File: src/rtl/add_apx_pipe.sv
// Pipelined approximate adder: lower-part OR on APPROX_BITS LSBs, exact segmented ripple above; ADD_APX_ERRMON_EN adds an error monitor.
// Latency PIPE_STAGES cycles; combinational ready chain (no skid), outputs hold while stalled.
module add_apx_pipe #(
    parameter int WIDTH       = 8,
    parameter int APPROX_BITS = 2,
    parameter int PIPE_STAGES = 2
) (
    input  logic             clk,
    input  logic             rst_n,
    input  logic             in_valid,
    output logic             in_ready,
    input  logic [WIDTH-1:0] in_a,
    input  logic [WIDTH-1:0] in_b,
    input  logic             in_apx,
    output logic             out_valid,
    input  logic             out_ready,
    output logic [WIDTH:0]   out_sum,
    output logic             out_apx
`ifdef ADD_APX_ERRMON_EN
    ,
    input  logic             errmon_clr,
    output logic [WIDTH:0]   err_max,
    output logic [31:0]      err_cnt
`endif
);

    localparam int K    = APPROX_BITS;
    localparam int S    = PIPE_STAGES;
    localparam int U    = WIDTH - K;
    localparam int BASE = U / S;

    logic [S-1:0] vld_vec;
    logic [S-1:0] adv;

    for (genvar s = 0; s < S; s++) begin : g_st
        localparam int LO = K + s * BASE;
        localparam int W  = (s == S-1) ? (U - BASE * (S-1)) : BASE;
        localparam int SW = (s == S-1) ? (WIDTH + 1) : (LO + W);

        logic [WIDTH-LO-1:0] op_a;
        logic [WIDTH-LO-1:0] op_b;
        logic                v_in;
        logic                apx_in;
        logic                seg_ci;
        logic [W:0]          seg;
        logic [SW-1:0]       sum_d;
        logic [SW-1:0]       sum_q;
        logic                vld_q;
        logic                apx_q;
`ifdef ADD_APX_ERRMON_EN
        logic [WIDTH:0]      ex_d;
        logic [WIDTH:0]      ex_q;
`endif

        // A stage moves if it or any slot downstream is empty, or the sink takes a beat.
        assign adv[s]     = out_ready | ~(&vld_vec[S-1:s]);
        assign vld_vec[s] = vld_q;
        assign seg        = {1'b0, op_a[W-1:0]} + {1'b0, op_b[W-1:0]} + (W+1)'(seg_ci);

        if (s == 0) begin : g_head
            assign v_in   = in_valid;
            assign apx_in = in_apx;
            assign op_a   = in_a[WIDTH-1:K];
            assign op_b   = in_b[WIDTH-1:K];
`ifdef ADD_APX_ERRMON_EN
            assign ex_d   = {1'b0, in_a} + {1'b0, in_b};
`endif
            if (K == 0) begin : g_exact
                assign seg_ci = 1'b0;
                assign sum_d  = SW'(seg);
            end else begin : g_lpo
                logic [K:0]   lo_ex;
                logic [K-1:0] lo_sum;
                assign lo_ex  = {1'b0, in_a[K-1:0]} + {1'b0, in_b[K-1:0]};
                assign lo_sum = in_apx ? (in_a[K-1:0] | in_b[K-1:0]) : lo_ex[K-1:0];
                // The OR part still hands its top-bit generate to the exact part, bounding the error.
                assign seg_ci = in_apx ? (in_a[K-1] & in_b[K-1]) : lo_ex[K];
                assign sum_d  = SW'({seg, lo_sum});
            end
        end else begin : g_body
            assign v_in   = vld_vec[s-1];
            assign apx_in = g_st[s-1].apx_q;
            assign op_a   = g_st[s-1].g_fwd.rem_a_q;
            assign op_b   = g_st[s-1].g_fwd.rem_b_q;
            assign seg_ci = g_st[s-1].g_fwd.cy_q;
            assign sum_d  = SW'({seg, g_st[s-1].sum_q});
`ifdef ADD_APX_ERRMON_EN
            assign ex_d   = g_st[s-1].ex_q;
`endif
        end

        always_ff @(posedge clk or negedge rst_n) begin
            if (!rst_n) begin
                vld_q <= 1'b0;
                apx_q <= 1'b0;
                sum_q <= '0;
            end else if (adv[s]) begin
                vld_q <= v_in;
                if (v_in) begin
                    apx_q <= apx_in;
                    sum_q <= sum_d;
                end
            end
        end

`ifdef ADD_APX_ERRMON_EN
        always_ff @(posedge clk or negedge rst_n) begin
            if (!rst_n) begin
                ex_q <= '0;
            end else if (adv[s] && v_in) begin
                ex_q <= ex_d;
            end
        end
`endif

        if (s < S-1) begin : g_fwd
            localparam int RW = WIDTH - LO - W;
            logic [RW-1:0] rem_a_q;
            logic [RW-1:0] rem_b_q;
            logic          cy_q;

            always_ff @(posedge clk or negedge rst_n) begin
                if (!rst_n) begin
                    rem_a_q <= '0;
                    rem_b_q <= '0;
                    cy_q    <= 1'b0;
                end else if (adv[s] && v_in) begin
                    rem_a_q <= op_a[WIDTH-LO-1:W];
                    rem_b_q <= op_b[WIDTH-LO-1:W];
                    cy_q    <= seg[W];
                end
            end
        end
    end

    assign in_ready  = adv[0];
    assign out_valid = vld_vec[S-1];
    assign out_sum   = g_st[S-1].sum_q;
    assign out_apx   = g_st[S-1].apx_q;

`ifdef ADD_APX_ERRMON_EN
    logic [WIDTH:0] ex_out;
    logic [WIDTH:0] err_abs;
    logic [WIDTH:0] err_max_q;
    logic [31:0]    err_cnt_q;

    assign ex_out  = g_st[S-1].ex_q;
    assign err_abs = (out_sum >= ex_out) ? (out_sum - ex_out) : (ex_out - out_sum);

    always_ff @(posedge clk or negedge rst_n) begin
        if (!rst_n) begin
            err_max_q <= '0;
            err_cnt_q <= '0;
        end else if (errmon_clr) begin
            err_max_q <= '0;
            err_cnt_q <= '0;
        end else if (out_valid && out_ready) begin
            if (err_abs > err_max_q) begin
                err_max_q <= err_abs;
            end
            if ((err_abs != '0) && (err_cnt_q != '1)) begin
                err_cnt_q <= err_cnt_q + 32'd1;
            end
        end
    end

    assign err_max = err_max_q;
    assign err_cnt = err_cnt_q;
`endif

endmodule
File: config.mk
export PLATFORM = sky130hd
export DESIGN_NAME = add_apx_pipe
export DESIGN_NICKNAME = d
export VERILOG_FILES = /design/src/rtl/add_apx_pipe.sv
export SDC_FILE = /design/constraint.sdc
export NUM_CORES = 1
export LEC_CHECK = 0
export ABC_AREA = 1
export CORE_UTILIZATION = 48
export DETAILED_ROUTE_END_ITERATION = 8
export HOLD_SLACK_MARGIN = 0.02
export PLACE_DENSITY = 0.81
export SYNTH_ARGS = -nofsm -noshare
export SYNTH_HDL_FRONTEND = slang
export SYNTH_SLANG_ARGS = --single-unit
File: constraint.sdc
create_clock -name clk -period 2.05 [get_ports clk]
set_clock_uncertainty 0.2 [all_clocks]
set_input_delay 0.3075 -clock clk [delete_from_list [all_inputs] [get_ports clk]]
set_output_delay 0.3075 -clock clk [all_outputs]
set_load 0.1 [all_outputs]
# Word-level counts from Yosys, hierarchy flattened
# Cells that the tools add are included.
# word_totals
output_inout_bits	12
wordCells	26
in_bits	21
ff_bits	25
# op_classes
n_reduce_logical	4
n_mux	2
n_bitwise	6
add_sub_neg	5
# ops
operator	count
adder 3 x 3 -> 4 bit	2
adder 4 x 1 -> 4 bit	2
AND reduction 2 bit	3
adder 2 x 2 -> 3 bit	1
two-way mux 2 bit	1
NOT 1 bit	2
OR 1 bit	2
OR 2 bit	1
AND 1 bit	1
logical AND 1 bit	1
two-way mux 1 bit	1

# Longest topological paths before layout
# Gate-level depths: netlist of run 1.
# depth
depth_word	4
ltp_mapped	9
ltp_nobuf	9

# Worst setup path after synthesis of run 1
# Ideal clock, no wire load.
# synth_timing
kind	flip-flop to flip-flop
start	register g_st[1].vld_q (netlist: out_valid)
end	register g_st[0].g_fwd.rem_a_q[0]
setup_ns	0.065
synth_period_minus_slack_ns	2.453
arrival_ns	2.188
slack_ns	-0.403
n_path_buf	1
required_time_ns	1.785
stages_incl_launch_ff	6
path_cell_list	dfrtp_1 nand3_2 nand2_1 buf_6 nand2_1 nand2_1
# synth_between
elab_chain_cells	4
# synth_rtl
item	line_no	text
start, declared	48	logic vld_q;
start signal, assigned	98	vld_q <= v_in;
AND reduction 2 bit	56	assign adv[s] = out_ready | ~(&vld_vec[S-1:s]);
NOT 1 bit	56	
OR 1 bit	56	
net in_ready	11	output logic in_ready,
logical AND 1 bit	127	end else if (adv[s] && v_in) begin
end signal, assigned	128	rem_a_q <= op_a[WIDTH-LO-1:W];
end, declared	118	logic [RW-1:0] rem_a_q;
# The timed path passes the listed nets, and every way through them passes these cells.
# A chain may end at the register's enable or synchronous reset.

# Worst setup path after layout of run 1
# layout_timing
start	input port in_b[0]
end	register g_st[0].sum_q[3]
# layout_between
elab_chain_cells	3
# layout_rtl
item	line_no	text
start, declared	13	input logic [WIDTH-1:0] in_b,
adder 2 x 2 -> 3 bit	74	assign lo_ex = {1'b0, in_a[K-1:0]} + {1'b0, in_b[K-1:0]};
two-way mux 1 bit	77	assign seg_ci = in_apx ? (in_a[K-1] & in_b[K-1]) : lo_ex[K];
adder 4 x 1 -> 4 bit	58	assign seg = {1'b0, op_a[W-1:0]} + {1'b0, op_b[W-1:0]} + (W+1)'(seg_ci);
end signal, assigned	101	sum_q <= sum_d;
end, declared	47	logic [SW-1:0] sum_q;
# Every way passes these cells.

==> results of run 1 <==
timing repair:
| item | in CTS | in global routing |
|---|---|---|
| setup buffers | 0 | 0 |
| pin swaps | 6 | 4 |
| endpoints found under the setup margin | 3 | 1 |
| resized for setup | 11 | 0 |
where the power goes:
part	leakage, uW	switching (uW)	internal [uW]
Combinational	0.000599	667	224
Sequential	0.000306	69.1	599
Clock	0.0000177	137	72.7
Total	0.000923	874	896
final cells by class:
cell class	count	area, um2	area share
flip-flops and latches	25	627	0.373
clock buffers	3	22.5	0.0134
multi-input cells	103	591	0.352
clock inverters	1	5.00	0.00298
well taps	30	37.5	0.0224
inverters	18	67.6	0.0402
repair buffers	34	329	0.196
worst register-to-register path: stages, from the launching register on:
cell and delay, ns:
dfrtp_1 0.42, fa_1 0.45, inv_1 0.09, fa_1 0.40
o21ai_0 0.17
layer usage:
metal | track usage | vias to the layer above | part of all wire
met1 | 0.216 | 469 | 0.45
met3 | 0.0169 | 2 | 0.031
met5 | 0 | - | 0
met4 | 0.0855 | 0 | 0.012
li1 | - | 513 | -
met2 | 0.346 | 26 | 0.50
how the worst max path moves through the flow:
stage	startpoint	end	cells after the start
final	in_b[0]	g_st[0].sum_q[3]	9
after detailed placement	in_a[0]	g_st[0].sum_q[3]	9
after floorplan	in_a[0]	g_st[0].sum_q[3]	8
after global routing	in_b[0]	g_st[0].sum_q[3]	9
after global placement	in_a[0]	g_st[0].sum_q[3]	9
after CTS	in_b[0]	g_st[0].sum_q[3]	9
cell usage after synthesis:
| library cell | count | share of area |
|---|---|---|
| nand2_1 | 77 | 0.22 |
| dfrtp_1 | 25 | 0.48 |
| inv_1 | 17 | 0.049 |
| ha_1 | 8 | 0.077 |
| fa_1 | 5 | 0.077 |
| o21ai_0 | 3 | 0.012 |
| a21oi_1 | 2 | 0.0077 |
| nand3_1 | 2 | 0.0077 |
| xnor2_1 | 2 | 0.014 |
| buf_4 | 1 | 0.0058 |
| buf_6 | 1 | 0.0087 |
| clkbuf_8 | 1 | 0.011 |
| inv_2 | 1 | 0.0029 |
| mux2i_1 | 1 | 0.0077 |
| nand3_2 | 1 | 0.0077 |
| nor2_1 | 1 | 0.0029 |
| nor2_2 | 1 | 0.0048 |
metrics by stage:
stage	setup TNS [ns]	instances	utilization	hold slack, ns
2_1_floorplan	0	149	-	-0.188
3_3_place_gp	-1.46	210	0.651	0.257
3_5_place_dp	-1.79	210	0.651	0.264
4_1_cts	0	214	0.666	0.142
5_1_grt	0	214	0.666	0.174
6_report	0	214	0.666	0.138
cell usage in the layout (no fill, tap or decap), drive strengths merged, types with 3 or more instances in the layout:
master,instances
buf,14
clkbuf,3
clkdlybuf4s50,16
dfrtp,25
fa,5
ha,8
inv,18
nand2,77
nand3,3
o21ai,3
kinds of logic after synthesis:
logic type               synth area share
AO/OA/AOI/OAI                      0.0193
adder cells (fa/ha/maj)             0.154
flip-flops                          0.482
XOR/XNOR                           0.0135
buffers and inverters              0.0771
AND/OR/NAND/NOR                     0.246
multiplexers                      0.00771
registers in the layout, indices dropped and copies added, names as in the netlist:
register / flops
out_sum: 9
g_st.sum_q: 5
g_st.g_fwd.rem_a_q: 3
g_st.g_fwd.rem_b_q: 3
g_st.apx_q: 1
g_st.g_fwd.cy_q: 1
g_st.vld_q: 1
out_apx: 1
out_valid: 1
==> impl_metrics.yaml, run 1 <==
outcome:
  outcome: "finished clean"
pwr:
  p_per_area_nw_per_um2: 1050
  vdd_drop_max_mv: 1.07
  p_leak_uw: 0.000923
  totalPowerFinal_uw: 1770
floorplanning:
  coreArea_um2: 2520
  io-pin-count: 33
  die-area_um2: 2910
  initial_core_util: 0.514
  rows: 18
  die_y_um: 54.0
  die_w_um: 54.0
critical_path:
  r2r-end: "out_sum[6]"
  max_stage_delay_ns: 0.41
  critical_path_class: "in2reg"
  r2r_cells: 4
  crit_chain: "clkdlybuf4s15_2, ha_2, fa_2, mux2i_2, fa_2, fa_1, inv_1, nand2_1, nand2_1"
  reg2reg_setup_slack_ns: 0.25
  cp_slowest_cell: "fa_1"
  required_ns: 2.11
  timing.rr.start: "g_st[0].g_fwd.rem_a_q[0]"
  crit_buf_inv: 2
  crit_family: "adder cells"
  endpoint_kind: "flop"
  path_max_fanout: 2
  cp-start-kind: "primary input"
  cp.arrival_ns: 2.03
synthesis:
  ys_seq_area_frac: 0.482
  synthesis.instances: 149
  syn-mean-instance-area_um2: 8.71
  ys_ff_latch: 25
  ys_types: 17
  syn_nets: 183
  yosysWarnings: 0
  syn-cell-area_um2: 1300
finish:
  stdcell_area_um2: 1680
  diodes: 0
  area_growth_pct: 29.4
  post_route_cells_drive_above_1_share: 0.147
  fillers: 217
  fin_nets: 219
route:
  via_per_inst: 4.72
  vias: 1010
  wire_per_inst_um: 10.8
  drcViolationCount: 0
  drt-pass1-iter-count: 4
  drtAntennaViolNets: 0
  routed_wl_um: 2310
  drt_iter0_markers: 15
clock_network:
  htreeDepth: 1
  cts_hold_buf: 0
  cts_made_buffers: 3
  cts_root_buffer: "clkbuf_4"
  cts_buffer_depth: 2
  cts.clk_slew.worst_paths_ns: 0.13
  cts_tree: "built"
  cts_num_sinks: 25
  clock_latency_ns: 0.30
sta:
  rsz0062_at_grt: "false"
  max_slew_margin: 0.659
  final-setup-viol-count: 0
  worst_slack_ns: 0.0781
  drv_slew: 0
  hold_viol: 0
  max_slew.worst_pin.slew_ns: 0.512
  post-route-period-util: 0.962
  period_minus_slack_ns: 1.97
  max_freq_mhz: 507
placement:
  dpl.hpwl_um: 1870
  dpl_cell_area_um2: 1640
  dp_slack_ns: -0.575
  gp_congestion: 0.781
  io_buffers: 32
global_routing:
  grt.total_usage: 0.187
  grt_pass1_wl_um: 3970
  overflow: 0
  grt_pass1_vias: 1005
  antenna_found_initial: 0
  grt_max_degree: 26
hold_path:
  min_path_type: "in2async"
run:
  max-cap-violations: 0
No activity file was read; power rests on OpenSTA's default activity.
==> run 2, diff against run 1 <==
--- a/config.mk
+++ b/config.mk
@@ -8,6 +8,7 @@
 export ABC_AREA = 1
 export CORE_UTILIZATION = 48
 export DETAILED_ROUTE_END_ITERATION = 8
+export GPL_TIMING_DRIVEN = 0
 export HOLD_SLACK_MARGIN = 0.02
 export PLACE_DENSITY = 0.81
 export SYNTH_ARGS = -nofsm -noshare
==> run 2 against run 1 <==
Utilization is 0.84 points lower; register-to-register slack about the same; final area is 1.3% lower; count of clock-buffer cells in the layout rose by 1; total power down 1.8%; maximum frequency is 1.9% lower; worst hold slack better by 0.14 ns; critical path type is now in2out; largest cell class unchanged; highest routed layer unchanged.
==> impl_metrics.yaml, run 2 (synthesis gave the netlist of run 1 again) <==
global_routing:
  antenna_found_initial: 0
  grt_pass1_wl_um: 4200
  grt.total_usage: 0.202
  overflow: 0
  grt_pass1_vias: 1037
  grt_max_degree: 26
route:
  vias: 1030
  drtAntennaViolNets: 0
  drt-pass1-iter-count: 4
  drt_iter0_markers: 18
  wire_per_inst_um: 11.1
  routed_wl_um: 2400
  drcViolationCount: 0
  via_per_inst: 4.79
finish:
  mostFrequentLayoutCells: "nand2_1, dfrtp_1, inv_1"
  final_common_cell: "nand2_1"
  area_growth_pct: 27.8
  diodes: 0
  fin_nets: 220
  final_core_util: 0.657
  stdcell_count: 215
  post_route_cells_drive_above_1_share: 0.162
  fillers: 217
  largest_reg_flops: 9
critical_path:
  path_max_fanout: 3
  cp_slowest_cell: "clkdlybuf4s15_2"
  critical_path_class: "in2out"
  max_stage_delay_ns: 0.56
  cp-start-kind: "primary input"
  crit_chain: "clkdlybuf4s50_1, inv_1, nand3_4, clkdlybuf4s15_2"
  cp.arrival_ns: 1.50
  required_ns: 1.54
  endpoint_kind: "output port"
floorplanning:
  rows: 18
  io-pin-count: 33
  initial_core_util: 0.514
  die_w_um: 54.0
  die_y_um: 54.0
  die-area_um2: 2910
  coreArea_um2: 2520
sta:
  period_minus_slack_ns: 2.01
  timing.hold.ws_ns: 0.281
  final-setup-viol-count: 0
  max_freq_mhz: 498
  max_slew.worst_pin.slew_ns: 1.06
  post-route-period-util: 0.980
  max_slew_margin: 0.293
  drv_slew: 0
  hold_viol: 0
  rsz0062_at_grt: "false"
  fin_tns_setup_ns: 0
clock_network:
  clock_latency_ns: 0.32
  cts_num_sinks: 25
  cts.clk_slew.worst_paths_ns: 0.12
  htreeDepth: 1
  cts_hold_buf: 0
  cts_buffer_depth: 2
  cts_tree: "built"
  cts_root_buffer: "clkbuf_4"
  cts_made_buffers: 3
placement:
  io_buffers: 32
  dpl.hpwl_um: 1930
  gp_congestion: 0.766
  placed_cells: 211
hold_path:
  min_path_type: "in2reg"
run:
  max-cap-violations: 0
pwr:
  p_per_area_nw_per_um2: 1050
  p_leak_uw: 0.000916
  totalPowerFinal_uw: 1740
  vdd_drop_max_mv: 1.01
outcome:
  outcome: "finished clean"
[run 2: where the power goes]
part / total (uW) / internal (uW) / switching [uW] / leakage, uW
Combinational: 856 / 185 / 671 / 0.000596
Clock: 215 / 76.2 / 139 / 0.0000150
Sequential: 666 / 599 / 67.2 / 0.000306
Total: 1740 / 860 / 877 / 0.000916
[run 2: cell type report]
type                            count  area, um2  area share
Clock buffer                        4       26.3      0.0158
Multi-Input combinational cell    103        601       0.362
Buffer                              3       32.5      0.0196
Timing Repair Buffer               32        267       0.161
Sequential cell                    25        627       0.378
Tap cell                           30       37.5      0.0226
Inverter                           18       67.6      0.0408
[run 2: per-stage QoR]
| stage | area (um2) | worst slack [ns] |
|---|---|---|
| CTS | 1710 | 0.00492 |
| detailed placement | 1660 | -0.591 |
| floorplan | 1310 | 0.0274 |
| global route | 1660 | 0.00423 |
| global placement | 1660 | -0.518 |
| finish | 1660 | 0.0401 |
[run 2: critical path: cells and delay by family]
family,cells,cell delay [ns]
buf+inv,3,1.12
simple gates,1,0.07
[run 2: path summary, 6_finish.rpt]
kind	startpoint	end	slack (ns)	cells past startpoint
max in group asynchronous	rst_n	out_valid	0.60	1
worst max register to register	g_st[0].g_fwd.rem_a_q[0]	out_sum[6]	0.26	4
min in group asynchronous	rst_n	out_sum[6]	0.35	1
worst min-delay path	in_a[0]	g_st[0].sum_q[0]	0.28	6
worst max-delay path	out_ready	in_ready	0.04	4
worst min register to register	out_sum[8]	out_sum[8]	0.29	2
[run 2: repair_timing]
item                       CTS  global route
setup endpoints to repair   14            12
resized for setup           39            11
buffers inserted             0             0
pin swaps                    6             4
[run 2: metal layers]
| layer | GRT usage | part of all wire | vias to the layer above |
|---|---|---|---|
| li1 | - | - | 514 |
| met1 | 0.228 | 0.41 | 484 |
| met2 | 0.366 | 0.53 | 28 |
| met3 | 0.0311 | 0.041 | 4 |
| met4 | 0.103 | 0.015 | 0 |
| met5 | 0 | 0 | - |
==> run 3, diff against run 2 <==
--- a/config.mk
+++ b/config.mk
@@ -11,6 +11,7 @@
 export GPL_TIMING_DRIVEN = 0
 export HOLD_SLACK_MARGIN = 0.02
 export PLACE_DENSITY = 0.81
+export SKIP_LAST_GASP = 1
 export SYNTH_ARGS = -nofsm -noshare
 export SYNTH_HDL_FRONTEND = slang
 export SYNTH_SLANG_ARGS = --single-unit
==> run 3 against run 2 <==
Register-to-register slack hardly changed; setup slack stayed put; global-route usage stayed put; highest routed layer unchanged; sequential cell count stayed put; critical path type unchanged.
==> impl_metrics.yaml, run 3 (synthesis gave the netlist of run 1 again) <==
outcome:
  outcome: "finished clean"
sta:
  drv_slew: 0
  hold_viol: 0
  max_slew.worst_pin.slew_ns: 1.06
  rsz0062_at_grt: "true"
  period_minus_slack_ns: 2.01
  post-route-period-util: 0.980
  max_freq_mhz: 498
  final-setup-viol-count: 0
  max_slew_margin: 0.293
hold_path:
  hp-start: "out_sum[8]"
  min_path_type: "reg2reg"
  hold_path_depth: 2
  whs_endpoint: "out_sum[8]"
pwr:
  p_clk_frac: 0.124
  vdd_drop_max_mv: 1.01
  p_comb_frac: 0.493
  switching_share: 0.505
  p_per_area_nw_per_um2: 1040
  p_sw_uw: 877
  p_leak_uw: 0.000917
  seq_power_share: 0.383
  intPower_uw: 861
route:
  drcViolationCount: 0
  wire_per_inst_um: 11.1
  vias: 1030
  drtAntennaViolNets: 0
  via_per_inst: 4.79
  drt_iter0_markers: 18
  routed_wl_um: 2390
  drt-pass1-iter-count: 4
global_routing:
  overflow: 0
  grt.total_usage: 0.202
  grt_pass1_vias: 1037
  grt_pass1_wl_um: 4200
  grt_max_degree: 26
  antenna_found_initial: 0
finish:
  mostFrequentLayoutCells: "nand2_1, dfrtp_1, inv_1"
  area_growth_pct: 28.2
  diodes: 0
  final_common_cell: "nand2_1"
  final_core_util: 0.659
  stdcell_area_um2: 1660
  post_route_cells_drive_above_1_share: 0.157
  fin_nets: 220
  largest_reg_flops: 9
floorplanning:
  die_w_um: 54.0
  rows: 18
  die-area_um2: 2910
  die_y_um: 54.0
  io-pin-count: 33
  initial_core_util: 0.514
  coreArea_um2: 2520
critical_path:
  reg2reg_setup_slack_ns: 0.26
  cp.arrival_ns: 1.50
  path_max_fanout: 3
  timing.rr.start: "g_st[0].g_fwd.rem_a_q[0]"
  endpoint_kind: "output port"
  r2r-end: "out_sum[6]"
  r2r_cells: 4
  critical_path_class: "in2out"
  required_ns: 1.54
  cp-start-kind: "primary input"
run:
  max-cap-violations: 0
clock_network:
  cts_setup_buffers: 0
  cts_buffer_depth: 2
  htreeDepth: 1
  cts_hold_buf: 0
  cts.clk_slew.worst_paths_ns: 0.13
  cts_made_buffers: 3
  clock_latency_ns: 0.32
  cts_tree: "built"
  cts_num_sinks: 25
  cts_root_buffer: "clkbuf_4"
placement:
  dpl.hpwl_um: 1930
  gp_congestion: 0.766
  dpl_cell_area_um2: 1660
  io_buffers: 32
[run 3: final cells by class]
cell class | count | area [um2]
well taps | 30 | 37.5
plain buffers | 3 | 32.5
inverters | 18 | 67.6
fillers | 216 | 860
clock buffers | 4 | 26.3
repair buffers | 32 | 272
flip-flops and latches | 25 | 627
multi-input cells | 103 | 601
[run 3: how the worst max path moves through the flow]
stage,startpoint,to
global placement,in_a[0],g_st[0].sum_q[4]
detailed placement,in_a[0],g_st[0].sum_q[4]
global route,in_a[0],g_st[0].sum_q[3]
floorplan,in_a[0],g_st[0].sum_q[3]
finish,out_ready,in_ready
CTS,in_b[0],g_st[0].sum_q[3]
[run 3: power by group through the flow]
stage / logic [uW] / clock network (uW) / registers [uW]
6_report: 857 / 215 / 666
2_1_floorplan: 213 / 0 / 1130
5_1_grt: 913 / 239 / 677
4_1_cts: 894 / 222 / 668
3_5_place_dp: 918 / 0 / 677
3_3_place_gp: 901 / 0 / 669
[run 3: critical path: stages]
cell and delay [ns]:
clkdlybuf4s50_1 0.48, inv_1 0.08, nand3_4 0.07, clkdlybuf4s15_2 0.56
[run 3: timing repair]
item                       CTS  global route
gates resized for setup     39            10
pin swaps                    6             3
setup endpoints to repair   14            12
[run 3: routing by layer]
layer,vias up,wire [um],global-route usage
met5,-,0,0
met4,0,36,0.103
met3,4,98,0.0311
met2,28,1280,0.366
met1,484,982,0.228
li1,514,-,-
[run 3: metrics by stage]
stage / hold WS, ns / total power [uW] / std cells / setup TNS [ns] / setup WS, ns
detailed placement: 0.263 / 1600 / 211 / -2.31 / -0.591
CTS: 0.295 / 1780 / 215 / 0 / 0.00492
floorplan: -0.188 / 1350 / 149 / 0 / 0.0274
global route: 0.311 / 1830 / 215 / -0.0255 / -0.0255
global placement: 0.259 / 1570 / 211 / -2.02 / -0.518
finish: 0.293 / 1740 / 215 / 0 / 0.0401
